===== config.mk =====
export PLATFORM = sky130hd
export DESIGN_NAME = bme280_poll_sequencer
export DESIGN_NICKNAME = d
export VERILOG_FILES = /design/src/rtl/bme280_poll_sequencer.sv
export SDC_FILE = /design/constraint.sdc
export NUM_CORES = 1
export LEC_CHECK = 0
export ABC_AREA = 1
export CAP_MARGIN = 40
export CORE_MARGIN = 2
export CORE_UTILIZATION = 45
export CTS_CLUSTER_DIAMETER = 30
export DETAILED_ROUTE_END_ITERATION = 8
export PLACE_DENSITY = 0.7
export SLEW_MARGIN = 5
export SYNTH_ARGS = -nofsm -noshare
export SYNTH_HDL_FRONTEND = slang
export SYNTH_SLANG_ARGS = --single-unit

===== constraint.sdc =====
create_clock -name clk -period 5.8 [get_ports clk]
set_input_delay 1.16 -clock clk [delete_from_list [all_inputs] [get_ports clk]]
set_output_delay 1.16 -clock clk [all_outputs]
set_load 0.01 [all_outputs]

===== src/rtl/bme280_poll_sequencer.sv =====
// BME280 bring-up and polling sequencer driving an i2c_master command port.
// Define BME280_SEQ_HUM_EN for humidity config and the 8-byte burst; otherwise BMP280-compatible 6-byte burst.
module bme280_poll_sequencer #(
  parameter logic [6:0] SLAVE_ADDR     = 7'h76,
  parameter logic [7:0] CHIP_ID        = 8'h60,
  parameter logic [7:0] CTRL_MEAS      = 8'h27,
  parameter logic [7:0] CTRL_HUM       = 8'h01,
  parameter int         RESET_WAIT_CYC = 200000,
  parameter int         POLL_CYC       = 10000000,
  parameter int         TIMEOUT_CYC    = 1000000
) (
  input  logic        clk,
  input  logic        rst,
  input  logic        run,
  output logic        i2c_en,
  output logic [6:0]  i2c_slave_addr,
  output logic        i2c_rw,
  output logic [7:0]  i2c_reg_addr,
  output logic [7:0]  i2c_wdata,
  input  logic [7:0]  i2c_rdata,
  input  logic        i2c_done,
  output logic [19:0] press_raw,
  output logic [19:0] temp_raw,
  output logic [15:0] hum_raw,
  output logic        sample_valid,
  output logic        busy,
  output logic        error,
  output logic [1:0]  err_code
);

  typedef enum logic [3:0] {
    IDLE, RST_WR, RST_WAIT, ID_RD, HUM_WR, MEAS_WR, BURST_RD, PUBLISH, POLL_WAIT, ERROR
  } state_t;

  localparam int MAX_AB   = (RESET_WAIT_CYC > POLL_CYC) ? RESET_WAIT_CYC : POLL_CYC;
  localparam int MAX_WAIT = (MAX_AB > TIMEOUT_CYC) ? MAX_AB : TIMEOUT_CYC;
  localparam int CNT_W    = $clog2(MAX_WAIT) + 1;

  localparam logic [CNT_W-1:0] RST_LAST  = CNT_W'(RESET_WAIT_CYC - 1);
  localparam logic [CNT_W-1:0] POLL_LAST = CNT_W'(POLL_CYC - 1);
  localparam logic [CNT_W-1:0] TO_LAST   = CNT_W'(TIMEOUT_CYC - 1);

`ifdef BME280_SEQ_HUM_EN
  localparam int     NBYTES   = 8;
  localparam state_t AFTER_ID = HUM_WR;
`else
  localparam int     NBYTES   = 6;
  localparam state_t AFTER_ID = MEAS_WR;
`endif
  localparam logic [2:0] LAST_IDX = 3'(NBYTES - 1);

  state_t           state;
  logic [CNT_W-1:0] cnt;
  logic [2:0]       idx;
  logic [7:0]       rbuf  [NBYTES];
  logic [7:0]       burst [NBYTES];
  logic             is_txn;
  logic             cmd_rw;
  logic [7:0]       cmd_reg;
  logic [7:0]       cmd_wdata;

  assign busy = (state != IDLE) && (state != ERROR);

  // Command fields for whichever transaction state we are in.
  always_comb begin
    is_txn    = 1'b1;
    cmd_rw    = 1'b0;
    cmd_reg   = 8'h00;
    cmd_wdata = 8'h00;
    case (state)
      RST_WR:   begin cmd_reg = 8'hE0; cmd_wdata = 8'hB6; end
      ID_RD:    begin cmd_rw = 1'b1; cmd_reg = 8'hD0; end
      HUM_WR:   begin cmd_reg = 8'hF2; cmd_wdata = CTRL_HUM; end
      MEAS_WR:  begin cmd_reg = 8'hF4; cmd_wdata = CTRL_MEAS; end
      BURST_RD: begin cmd_rw = 1'b1; cmd_reg = 8'hF7 + {5'b0, idx}; end
      default:  is_txn = 1'b0;
    endcase
  end

  // Burst bytes with the byte arriving this cycle merged in, so publish needs no extra cycle.
  always_comb begin
    for (int k = 0; k < NBYTES; k++)
      burst[k] = (idx == 3'(k)) ? i2c_rdata : rbuf[k];
  end

`ifndef BME280_SEQ_HUM_EN
  assign hum_raw = 16'h0000;
`endif

  always_ff @(posedge clk or posedge rst) begin
    if (rst) begin
      state          <= IDLE;
      cnt            <= '0;
      idx            <= '0;
      i2c_en         <= 1'b0;
      i2c_slave_addr <= '0;
      i2c_rw         <= 1'b0;
      i2c_reg_addr   <= '0;
      i2c_wdata      <= '0;
      press_raw      <= '0;
      temp_raw       <= '0;
`ifdef BME280_SEQ_HUM_EN
      hum_raw        <= '0;
`endif
      sample_valid   <= 1'b0;
      error          <= 1'b0;
      err_code       <= 2'b00;
      for (int k = 0; k < NBYTES; k++) rbuf[k] <= '0;
    end else begin
      sample_valid <= 1'b0;
      if (is_txn) begin
        // i2c_en doubles as the "transaction pending" flag.
        if (!i2c_en) begin
          cnt <= '0;
          if (!run) begin
            state <= IDLE;
          end else begin
            i2c_en         <= 1'b1;
            i2c_slave_addr <= SLAVE_ADDR;
            i2c_rw         <= cmd_rw;
            i2c_reg_addr   <= cmd_reg;
            i2c_wdata      <= cmd_wdata;
          end
        end else if (i2c_done) begin
          i2c_en <= 1'b0;
          cnt    <= '0;
          if (!run) begin
            state <= IDLE;
          end else begin
            case (state)
              RST_WR: state <= RST_WAIT;
              ID_RD: begin
                if (i2c_rdata != CHIP_ID) begin
                  state    <= ERROR;
                  error    <= 1'b1;
                  err_code <= 2'b01;
                end else begin
                  state <= AFTER_ID;
                end
              end
              HUM_WR: state <= MEAS_WR;
              MEAS_WR: begin
                state <= BURST_RD;
                idx   <= '0;
              end
              BURST_RD: begin
                rbuf[idx] <= i2c_rdata;
                if (idx == LAST_IDX) begin
                  press_raw    <= {burst[0], burst[1], burst[2][7:4]};
                  temp_raw     <= {burst[3], burst[4], burst[5][7:4]};
`ifdef BME280_SEQ_HUM_EN
                  hum_raw      <= {burst[6], burst[7]};
`endif
                  sample_valid <= 1'b1;
                  state        <= PUBLISH;
                end else begin
                  idx <= idx + 3'd1;
                end
              end
              default: state <= IDLE;
            endcase
          end
        end else if (cnt == TO_LAST) begin
          i2c_en <= 1'b0;
          cnt    <= '0;
          if (run) begin
            state    <= ERROR;
            error    <= 1'b1;
            err_code <= 2'b10;
          end else begin
            state <= IDLE;
          end
        end else begin
          cnt <= cnt + 1'b1;
        end
      end else begin
        case (state)
          IDLE: begin
            cnt <= '0;
            if (run) state <= RST_WR;
          end
          RST_WAIT: begin
            if (!run) begin
              state <= IDLE;
              cnt   <= '0;
            end else if (cnt == RST_LAST) begin
              state <= ID_RD;
              cnt   <= '0;
            end else begin
              cnt <= cnt + 1'b1;
            end
          end
          PUBLISH: begin
            cnt   <= '0;
            state <= run ? POLL_WAIT : IDLE;
          end
          POLL_WAIT: begin
            if (!run) begin
              state <= IDLE;
              cnt   <= '0;
            end else if (cnt == POLL_LAST) begin
              state <= BURST_RD;
              idx   <= '0;
              cnt   <= '0;
            end else begin
              cnt <= cnt + 1'b1;
            end
          end
          ERROR: begin
            cnt <= '0;
            if (!run) begin
              state    <= IDLE;
              error    <= 1'b0;
              err_code <= 2'b00;
            end
          end
          default: begin
            state <= IDLE;
            cnt   <= '0;
          end
        endcase
      end
    end
  end

endmodule

# Yosys cells after proc, flatten, opt, wreduce, memory -nomap -nowiden
# Index checks and enable logic that the tools add are counted.
[totals] regBits=143 elab_cells=155
[op_classes] n_reduce_logical=17 addsub=3 order_cmp=2 bitwise_logic=2 mux=77 n_eq_ne=35
[ops] operator="25-bit two-way mux" count=8
[ops] operator="4-bit two-way mux" count=15
[ops] operator="25-bit one-hot mux with 2 select lines" count=1
[ops] operator="48-bit bitwise mux" count=1
[ops] operator="8-bit two-way mux" count=6
[ops] operator="4-bit one-hot mux with 5 select lines" count=2
[ops] operator="8-bit one-hot mux with 5 select lines" count=1
[ops] operator="25-bit by 1-bit adder with 25-bit output (second input constant)" count=1
[ops] operator="25-bit by 18-bit == test with 1-bit output (second input constant)" count=1
[ops] operator="25-bit by 20-bit == test with 1-bit output (second input constant)" count=1
[ops] operator="25-bit by 24-bit == test with 1-bit output (second input constant)" count=1
[ops] operator="8-bit demux with 3-bit select" count=1
[ops] operator="3-bit two-way mux" count=8
[ops] operator="8-bit one-hot mux with 3 select lines" count=1
[ops] operator="1-bit two-way mux" count=22
[ops] operator="2-bit two-way mux" count=10
[ops] operator="4-bit by 3-bit == test with 1-bit output (second input constant)" count=4
[ops] operator="8-bit AND reduction" count=2
[ops] operator="3-bit != test (second input constant)" count=4
[ops] operator="4-bit != test (second input constant)" count=3
[ops] operator="5-bit AND reduction" count=2
[ops] operator="3-bit by 2-bit != test with 1-bit output (second input constant)" count=3
[ops] operator="4-bit by 2-bit == test with 1-bit output (second input constant)" count=2
[ops] operator="4-bit == test (second input constant)" count=2
[ops] operator="26 further kinds" count=34

# Longest topological paths before layout
[logic_depth] ltp_word=7 ltp_mapped=13

# Worst setup path after synthesis
# OpenSTA, ideal clock, no wires.
[synth_timing] path_type="in2reg" start="input run" end="register rbuf[15] (netlist name)" setup_slack_ns=3.563 path_stages=8 required_time_ns=5.668 arrival_ns=2.105 n_path_buf=1 path_cell_list="nand2_1 -> nor2_1 -> nand2_2 -> nor2_8 -> nand4_4 -> buf_4 -> nand2_1 -> o21ai_1"
[synth_via] elab_chain_len=1
[synth_rtl] element="start, declared" line="14" text="input logic run,"
[synth_rtl] element="5-bit AND reduction (no line)"
[synth_rtl] element="end signal, assigned by index" line="147" text="rbuf[idx] <= i2c_rdata;"
[synth_rtl] element="end, declared" line="55" text="logic [7:0] rbuf [NBYTES];"
# No other way between the ends.
# A chain may end at the register's enable or synchronous reset.

# Final worst setup path
[layout_timing] start="register state[0]" end="output busy"
[layout_via] elab_chain_len=2 word_cells_on_any_way=3
[layout_rtl] element="start, declared" line="52" text="state_t state;"
[layout_rtl] element="start signal, assigned" line="195" text="state <= run ? POLL_WAIT : IDLE;"
[layout_rtl] element="4-bit != test or 4-bit nonzero test (tied branches)" line="62" text="assign busy = (state != IDLE) && (state != ERROR);"
[layout_rtl] element="1-bit logical AND (*)" line="62"
[layout_rtl] element="end, declared" line="26" text="output logic busy,"
# Mark *: on every way between the ends. The rest lies on a longest branch, timed or not.

==> reports/qor.csv <==
metric,value,unit
status,completed,
startpoint_type,flip-flop,
vias_per_cell,4.946,
diodes,0,
synth_cell_type_count,32,
core.rowCount,43,
yosysWarnings,0,
clock_tree.htree_level_count,4,
path_buf_inv,3,
initial_utilization,0.4576,
maxSlewHeadroom,0.4955,
cp_max_fo,6,
cts.hold.buffers_added,0,
fmaxAchievable,330.4,MHz
crit_family,buffers and inverters,
worstSetupPathType,reg2out,
crit_path_cell_trace,"inv_2, nor2_2, nand3_1, inv_1, nor2_1, clkdlybuf4s50_1",
cts_root_buffer,clkbuf_16,
maxCapViolCount,0,
fillers,1327,
path_clk_slew,0.06,ns
ant_nets,0,
ys_seq_area_frac,0.4963,
synth-edff-count,0,
dpl_cell_area,7054,um^2
numPortBuffers,77,
final_area,7646,um^2
power,2.591,mW
syn_area,6302,um^2
cts_buffer_depth,2,
async_flop_share,1.000,
end_kind,output pin,
synth_top_area_frac,0.4963,
synth_cells,776,
clk_latency,0.42,ns
p_per_area,338.8,nW/um^2
fin_crit,3.027,ns
cts_tree,built,
ys.flop_type,dfrtp_1,
antenna_found_initial,0,
post-cts-setup-buffers,0,
synth_common_cells,"nand2_1, dfrtp_1, nor2_1, o21ai_1, inv_1",
wl,14070,um
dr.first_iter.drc_count,426,
track_usage,0.2026,
ios,98,
cpPeakStageDelay,0.47,ns
multi_input_area,2684,um^2
hold_path_class,reg2reg,
gp_congestion,0.9385,
finalSetupTns,0,ns
num_vias,5114,
dieArea,14970,um^2
dr.pass1.iters,5,
fp.dieH,122.3,um
grt_pass1_vias,4671,
critPathArrivalTime,1.87,ns
drive_above_1_share,0.07494,
coreArea,13770,um^2
grt_pass1_wl,23470,um
rsz0062_at_grt,no,
drv_slew,0,
final-setup-viol-count,0,
yosys_register_bits,125,
seqCellArea,3128,um^2
post_cts_resized,0,
ys_top_cells_by_area,"dfrtp_1, nand2_1, nor2_1, o21ai_1, buf_4",
final_nets,860,
yosysMostFrequentCell,nand2_1,
post-dp-hpwl,9859,um
grt_overflow,0,
dieWidth,122.3,um
worstPathRequired,4.64,ns
syn_avg_cell_area,8.122,um^2
areaGrowthSynthToFinish,21.32,%
wl_per_cell,13.61,um
clock-sinks,125,
drc,0,
worst_path_max_delay_cell,clkdlybuf4s50_1,
grt_max_degree,82,
finalHoldViolCount,0,
synth_area_leader_cell,dfrtp_1,
worstMarginPinSlew,0.7568,ns
ir_worst_vdd,0.0002144,V
total_leakage_power,3.448,nW
fin_crit_sh,0.5219,
tritoncts.num_buffers,17,
clock_skew,0.005908,ns
## registers in the layout (all words and copies together), names as in the netlist
register / flops
cnt: 25
err_code: 2
error: 1
i2c_en: 1
i2c_reg_addr: 7
i2c_rw: 1
i2c_slave_addr: 1
i2c_wdata: 3
idx: 3
press_raw: 20
rbuf: 36
sample_valid: 1
state: 4
temp_raw: 20
## worst register-to-register path: stages, from the launching register on
cell	delay, ns
dfrtp_1	0.44
ha_1	0.30
nand3_2	0.21
nor3_1	0.34
nand3_1	0.18
nand2_1	0.13
nand2_1	0.08
nor2_2	0.42
buf_6	0.22
nor2_1	0.06
## logic make-up (layout without fill, tap and decap cells)
group	after synthesis	after routing	share of synthesized area
other cells	1	20	0.0005950
compound gates	137	137	0.1104
simple gates	373	373	0.2577
buf+inv	110	169	0.08914
flops	125	125	0.4963
fa+ha+maj	7	7	0.01390
xor+xnor	23	23	0.03196
## report_power, final
part / switching (mW) / total, mW / internal, mW
combinational: 0.323 / 0.548 / 0.225
clock: 0.449 / 1.06 / 0.613
sequential: 0.0550 / 0.981 / 0.926
## through the flow
stage | hold slack, ns | cells | setup WS (ns) | utilization
6_report | 0.4809 | 1034 | 2.773 | 0.5551
3_5_place_dp | 0.4640 | 1002 | 2.594 | 0.5122
4_1_cts | 0.4885 | 1034 | 2.782 | 0.5551
2_1_floorplan | 0.4533 | 795 | 1.312 | -
3_3_place_gp | 0.4664 | 1001 | 2.648 | 0.5114
5_1_grt | 0.5080 | 1034 | 2.668 | 0.5551
## final cells by class
type / instances / area share
clock inverters: 15 / 0.02176
clock buffers: 17 / 0.05564
inverters: 56 / 0.02782
well taps: 180 / 0.02946
multi-input cells: 560 / 0.3510
repair buffers: 81 / 0.1052
flip-flops and latches: 125 / 0.4091
## layout by cell type, fill, tap and decap left out, types with 3 or more instances in the layout
cell	netlist	layout
nand3_2	3	3
or2_2	3	3
o21ai_1	66	66
nand2_1	187	187
inv_6	0	4
dfrtp_1	125	125
ha_1	7	7
xnor2_1	3	3
inv_8	0	6
a21oi_1	30	30
conb_1	1	20
nor3_1	19	19
nand2_2	6	6
xor2_1	20	20
nand3_1	36	36
clkinv_4	0	3
clkbuf_16	0	17
nor2_1	100	100
clkdlybuf4s50_1	0	77
nand4_1	7	7
nand4_4	3	3
buf_4	32	3
inv_2	5	5
nor2_2	5	5
o21ai_0	36	36
inv_1	50	49
## worst paths after layout
path | slack, ns | to | cells past startpoint | from
worst max-delay path | 2.77 | busy | 6 | state[0]
worst min-delay path | 0.48 | i2c_reg_addr[4] | 2 | i2c_reg_addr[4]
worst max register to register | 3.31 | cnt[19] | 9 | cnt[0]
worst min register to register | 0.48 | i2c_reg_addr[4] | 2 | i2c_reg_addr[4]
max in group asynchronous | 3.76 | idx[1] | 3 | rst
min in group asynchronous | 1.04 | temp_raw[15] | 2 | rst
## per-layer routing
metal  vias up  part of all wire  track usage
li1       2597                 -            -
met1      2360              0.47       0.2795
met2       131              0.46       0.3104
met3        26             0.050      0.05065
met4         0             0.019      0.07328
met5         -                 0            0
Power figures use the tool's default switching activity.
